[config.mk]
export PLATFORM = sky130hd
export DESIGN_NAME = bin2bcd_seq
export DESIGN_NICKNAME = d
export VERILOG_FILES = /design/src/rtl/bin2bcd_seq.sv
export SDC_FILE = /design/constraint.sdc
export NUM_CORES = 1
export LEC_CHECK = 0
export CORE_MARGIN = 2
export CORE_UTILIZATION = 30
export DETAILED_ROUTE_END_ITERATION = 16
export SLEW_MARGIN = 30
export SYNTH_ARGS = -nofsm -noshare
export SYNTH_HDL_FRONTEND = slang
export SYNTH_SLANG_ARGS = --single-unit
[constraint.sdc]
create_clock -name i_cclk -period 1.9 [get_ports i_cclk]
set_input_delay 0.38 -clock i_cclk [delete_from_list [all_inputs] [get_ports i_cclk]]
set_output_delay 0.38 -clock i_cclk [all_outputs]
set_load 0.005 [all_outputs]
[src/rtl/bin2bcd_seq.sv]
// bin2bcd_seq: sequential signed 14-bit binary to 4-digit BCD converter.
// A start strobe in IDLE latches the operand. The block then runs one
// shift-add-3 (double-dabble) iteration per clock for 14 clocks and loads
// four BCD digits, a sign flag and a leading-zero blank mask.
//
// Ports:
//   i_cclk              system clock, rising edge
//   i_rst_n             asynchronous active-low reset
//   i_start             conversion request, only looked at in IDLE
//   i_value[13:0]       two's-complement operand, sampled on the accepting edge
//   o_busy              high while a conversion is running
//   o_done              one-cycle pulse when new results are loaded
//   o_dig0..o_dig3      BCD units / tens / hundreds / thousands
//   o_sign              operand was negative
//   o_blank[3:0]        bit i set: o_digi is a suppressed leading zero
// Parameter LZB: leading-zero blanking enable (0 keeps o_blank at 0).
module bin2bcd_seq #(
    parameter bit LZB = 1'b1
) (
    input  logic        i_cclk,
    input  logic        i_rst_n,
    input  logic        i_start,
    input  logic [13:0] i_value,
    output logic        o_busy,
    output logic        o_done,
    output logic [3:0]  o_dig0,
    output logic [3:0]  o_dig1,
    output logic [3:0]  o_dig2,
    output logic [3:0]  o_dig3,
    output logic        o_sign,
    output logic [3:0]  o_blank
);
    localparam int NDIG = 4;
    localparam int NBIN = 14;
    localparam int SRW  = NBIN + 4*NDIG;
    localparam logic [3:0] BLANK_RST = LZB ? 4'b1110 : 4'b0000;

    typedef enum logic {S_IDLE, S_CONV} state_t;

    state_t                r_state;
    logic [3:0]            r_cnt;
    logic [SRW-1:0]        r_sr;
    logic                  r_sign_next;
    logic                  r_busy;
    logic                  r_done;
    logic [NDIG-1:0][3:0]  r_dig;
    logic                  r_sign;
    logic [3:0]            r_blank;

    logic [NDIG-1:0][3:0]  w_bcd_adj;
    logic [SRW-1:0]        w_adj;
    logic [SRW-1:0]        w_shift;
    logic [NDIG-1:0][3:0]  w_res;
    logic [13:0]           w_mag;
    logic [3:0]            w_blank;

    // Add-3 correction on every BCD nibble before the shift.
    for (genvar g = 0; g < NDIG; g++) begin : g_adj
        assign w_bcd_adj[g] = (r_sr[NBIN+4*g +: 4] >= 4'd5) ?
                              r_sr[NBIN+4*g +: 4] + 4'd3 :
                              r_sr[NBIN+4*g +: 4];
    end

    assign w_adj   = {w_bcd_adj, r_sr[NBIN-1:0]};
    assign w_shift = {w_adj[SRW-2:0], 1'b0};
    assign w_res   = w_shift[SRW-1:NBIN];

    // -8192 negates to 14'h2000, which read as unsigned is 8192.
    assign w_mag = i_value[13] ? (~i_value + 14'd1) : i_value;

    always_comb begin
        w_blank = 4'b0000;
        if (LZB) begin
            w_blank[3] = (w_res[3] == 4'd0);
            w_blank[2] = w_blank[3] & (w_res[2] == 4'd0);
            w_blank[1] = w_blank[2] & (w_res[1] == 4'd0);
        end
    end

    always_ff @(posedge i_cclk or negedge i_rst_n) begin
        if (!i_rst_n) begin
            r_state     <= S_IDLE;
            r_cnt       <= 4'd0;
            r_sr        <= '0;
            r_sign_next <= 1'b0;
            r_busy      <= 1'b0;
            r_done      <= 1'b0;
            r_dig       <= '0;
            r_sign      <= 1'b0;
            r_blank     <= BLANK_RST;
        end else begin
            r_done <= 1'b0;
            case (r_state)
                S_IDLE: begin
                    if (i_start) begin
                        r_sign_next <= i_value[13];
                        r_sr        <= {{(4*NDIG){1'b0}}, w_mag};
                        r_cnt       <= 4'd0;
                        r_busy      <= 1'b1;
                        r_state     <= S_CONV;
                    end
                end
                S_CONV: begin
                    r_sr  <= w_shift;
                    r_cnt <= r_cnt + 4'd1;
                    if (r_cnt == 4'd13) begin
                        r_dig   <= w_res;
                        r_sign  <= r_sign_next;
                        r_blank <= w_blank;
                        r_done  <= 1'b1;
                        r_busy  <= 1'b0;
                        r_state <= S_IDLE;
                    end
                end
                default: r_state <= S_IDLE;
            endcase
        end
    end

    assign o_busy  = r_busy;
    assign o_done  = r_done;
    assign o_dig0  = r_dig[0];
    assign o_dig1  = r_dig[1];
    assign o_dig2  = r_dig[2];
    assign o_dig3  = r_dig[3];
    assign o_sign  = r_sign;
    assign o_blank = r_blank;
endmodule

==> results.ini <==
[status]
outcome=finished, final reports clean

[power_and_ir_drop]
power.clock.fraction_pct=19.2
netSwitchingPower_mw=2.06
p_seq_share_pct=37.2
power.ir.vdd_worst_uv=464
int_power_mw=3.61
power.density_cell_area_mw_per_mm2=1440
static-leakage-power_nw=1.82
combPwrFrac_pct=43.6
power.share.switching_pct=36.3
power.total_mw=5.67

[setup_path]
r2r-end=o_blank[1]
path_buf_inv=1
crit_slowest_cell=clkdlybuf4s50_1
critical_path_cell_by_cell=clkdlybuf4s50_1, nor4_4, a31oi_1, xor2_1, mux2_2, mux2_2
classification_of_the_worst_setup_path=input pin to flip-flop
path_common_cell=mux2_2
worst_r2r_startpoint=r_sr[22]
worst_r2r_path_depth=7
cpPeakStageDelay_ps=460
worst_setup_ep_type=flip-flop
critical_path.startpoint_type=input pin
worst-r2r-setup-slack_ps=180
worst_ep_arrival_time_ps=2000
worstPathMaxFanout=3
timing.critical_path.max_delay_family=multiplexers
crit_required_ps=2130

[run]
max_capacitance_violation_count=0

[synthesis]
synth.yosys.seq_area_share_pct=48.0
synthesis.instances=315
yosys_warning_count=0
synth_enable_flop_cells=0
post_synth_num_cell_types=37
synth_top_area_share_pct=45.4
synth_flop_cell=dfrtp_1
syn_nets=343
synth.cell_area_mm2=0.00303
yosys_reg_bits=58
synth.avg_cell_area_um2=9.62
postSynth.asyncResetShare_pct=100
synth_area_leaders=dfrtp_1 (45%), mux2i_1 (5.9%), o21ai_0 (5.6%)
synth_area_leader_cell=dfrtp_1

[drt]
pre_antenna_drt_iters=4
total_routed_wirelength_um=6250
wirelength_per_cell_um=12.1
post-route-drc-count=0
detail_route.vias_per_cell=4.61
drtIter0Drc=60
ant_nets=0
via_count=2382

[timing]
finalCriticalPeriod_ps=1780
setup-violations-final=0
fin_worst_hold_slack_ps=28.7
timing.final.max_slew_violations=0
hold_viol=0
clock-skew-final_ps=5.37
grt_setup_unrepaired=false
max_freq_mhz=563
layout_worst_path_cycle_share_pct=93.5

[global_route]
grt_use_met1_pct=15.9
first_pass_grt_wire_length_um=11000
gr-usage-all-layers_pct=12.2
grt-busiest-layer=met2
global_route.usage.met2_pct=19.5
grt_start_max_net_pins=35
gr-total-overflow=0
met3_usage_pct=3.51
first_global_vias=2367
grt_antenna_before_repair=0

[die]
die_x_um=105
die_y_um=105
initial_core_util_pct=31.0
core_region_area_mm2=0.00977
rows=36
pin_count=40
dieArea_mm2=0.0109

[clock_network]
cts-htree-levels=3
cts.sink_count=58
clk_pin_slew_ps=70
postCtsHoldBufs=0
post_cts.repair.setup_buffers=0
tritoncts=built
clk-insertion-delay-late_ps=340
cts_max_path_buffers=2
cts_resized=0
tritoncts.num_buffers=9
clock_root_buffer=clkbuf_8

[finish]
syn_to_final_growth_pct=29.8
layout_commonest_cell=dfrtp_1
antenna_cells_inserted=0
fillCellCount=1022
num-nets-final=407
final_cell_mix=dfrtp_1 (55), nand2_1 (43), clkdlybuf4s50_1 (37)
final_design_area_no_fill_mm2=0.00393
layout-drive-gt1-share_pct=15.1
stdcell_count=517

[placement]
dp.cells=501
placement.io_buffers=38
placed_cell_area_mm2=0.00373
place.gp.congestion=0.805
dp_hpwl_um=4500

[worst_hold_path]
holdCritPathClass=input pin to async pin

metrics by stage:
step | utilization, % | setup slack [ps] | setup TNS, ps
5_1_grt | 40.2 | 37.8 | 0
2_1_floorplan | - | 224 | 0
3_5_place_dp | 38.2 | -242 | -1130
6_report | 40.2 | 123 | 0
3_3_place_gp | 38.2 | -224 | -942
4_1_cts | 40.1 | 100 | 0
kinds of logic (layout without fill, tap and decap cells):
| family | after synthesis | in the layout | share of synthesized area [%] |
|---|---|---|---|
| and+or+nand+nor | 101 | 101 | 17.2 |
| xor gates and xnor gates | 15 | 15 | 4.34 |
| DFF | 58 | 58 | 48.0 |
| AOI/OAI and AO/OA | 73 | 73 | 13.7 |
| buffers and inverters | 33 | 102 | 4.29 |
| other | 1 | 1 | 0.124 |
| muxes | 23 | 23 | 7.80 |
| adders and majority gates | 11 | 11 | 4.54 |
area by class of cell:
cell class | instances | area (um2) | share of cell area [%]
flip-flops and latches | 58 | 1460 | 37.0
inverters | 18 | 67.6 | 1.72
clock buffers | 10 | 128 | 3.24
clock inverters | 6 | 57.6 | 1.46
well taps | 133 | 166 | 4.23
multi-input cells | 224 | 1460 | 37.1
repair buffers | 68 | 601 | 15.3
how the worst max path moves through the flow:
stage	from	end	slack, ps	cells past startpoint
after floorplan	i_value[9]	r_sr[10]	220	5
after global placement	i_value[5]	r_sr[10]	-220	6
after detailed placement	i_value[5]	r_sr[10]	-240	6
after CTS	r_sr[18]	o_blank[1]	100	7
after global routing	i_value[5]	r_sr[10]	40	6
final	i_value[5]	r_sr[10]	120	6
state kept, by name, summed over array words and instances, names as in the netlist:
signal / flops
o_busy: 1
r_sign_next: 1
o_dig1: 4
r_state: 1
r_cnt: 4
o_blank: 3
o_dig0: 4
r_sr: 30
o_dig2: 4
o_done: 1
o_sign: 1
o_dig3: 4
Yosys cell counts, types with 2 or more instances:
master    instances
inv_1            17
nor3_1            6
ha_1             11
clkbuf_1         12
nor2b_1           2
xnor2_1           7
o211ai_1          2
mux2i_1          18
dfrtp_1          55
a21oi_1          19
nand3_1           2
and3_1            2
nand2_1          43
nor4_1            2
o31ai_1           7
nor3b_1           8
nor2_1           10
dfstp_2           3
a21o_1            2
xor2_1            8
nand2b_1         21
a211oi_1          2
a31oi_1           4
buf_2             2
o21ai_0          34
mux2_2            5
power by group through the flow:
stage | clock network (mW) | registers (mW) | logic [mW]
global route | 1.17 | 2.18 | 2.82
finish | 1.09 | 2.11 | 2.47
floorplan | 0 | 2.06 | 1.55
CTS | 1.11 | 2.11 | 2.49
detailed placement | 0 | 2.13 | 2.47
global placement | 0 | 2.12 | 2.39
routing by layer:
metal | vias up | wire (um)
li1 | 1206 | -
met1 | 1125 | 3040
met2 | 41 | 2860
met3 | 10 | 254
met4 | 0 | 98
met5 | - | 0
Note: power is estimated with default switching activity, not from simulation.
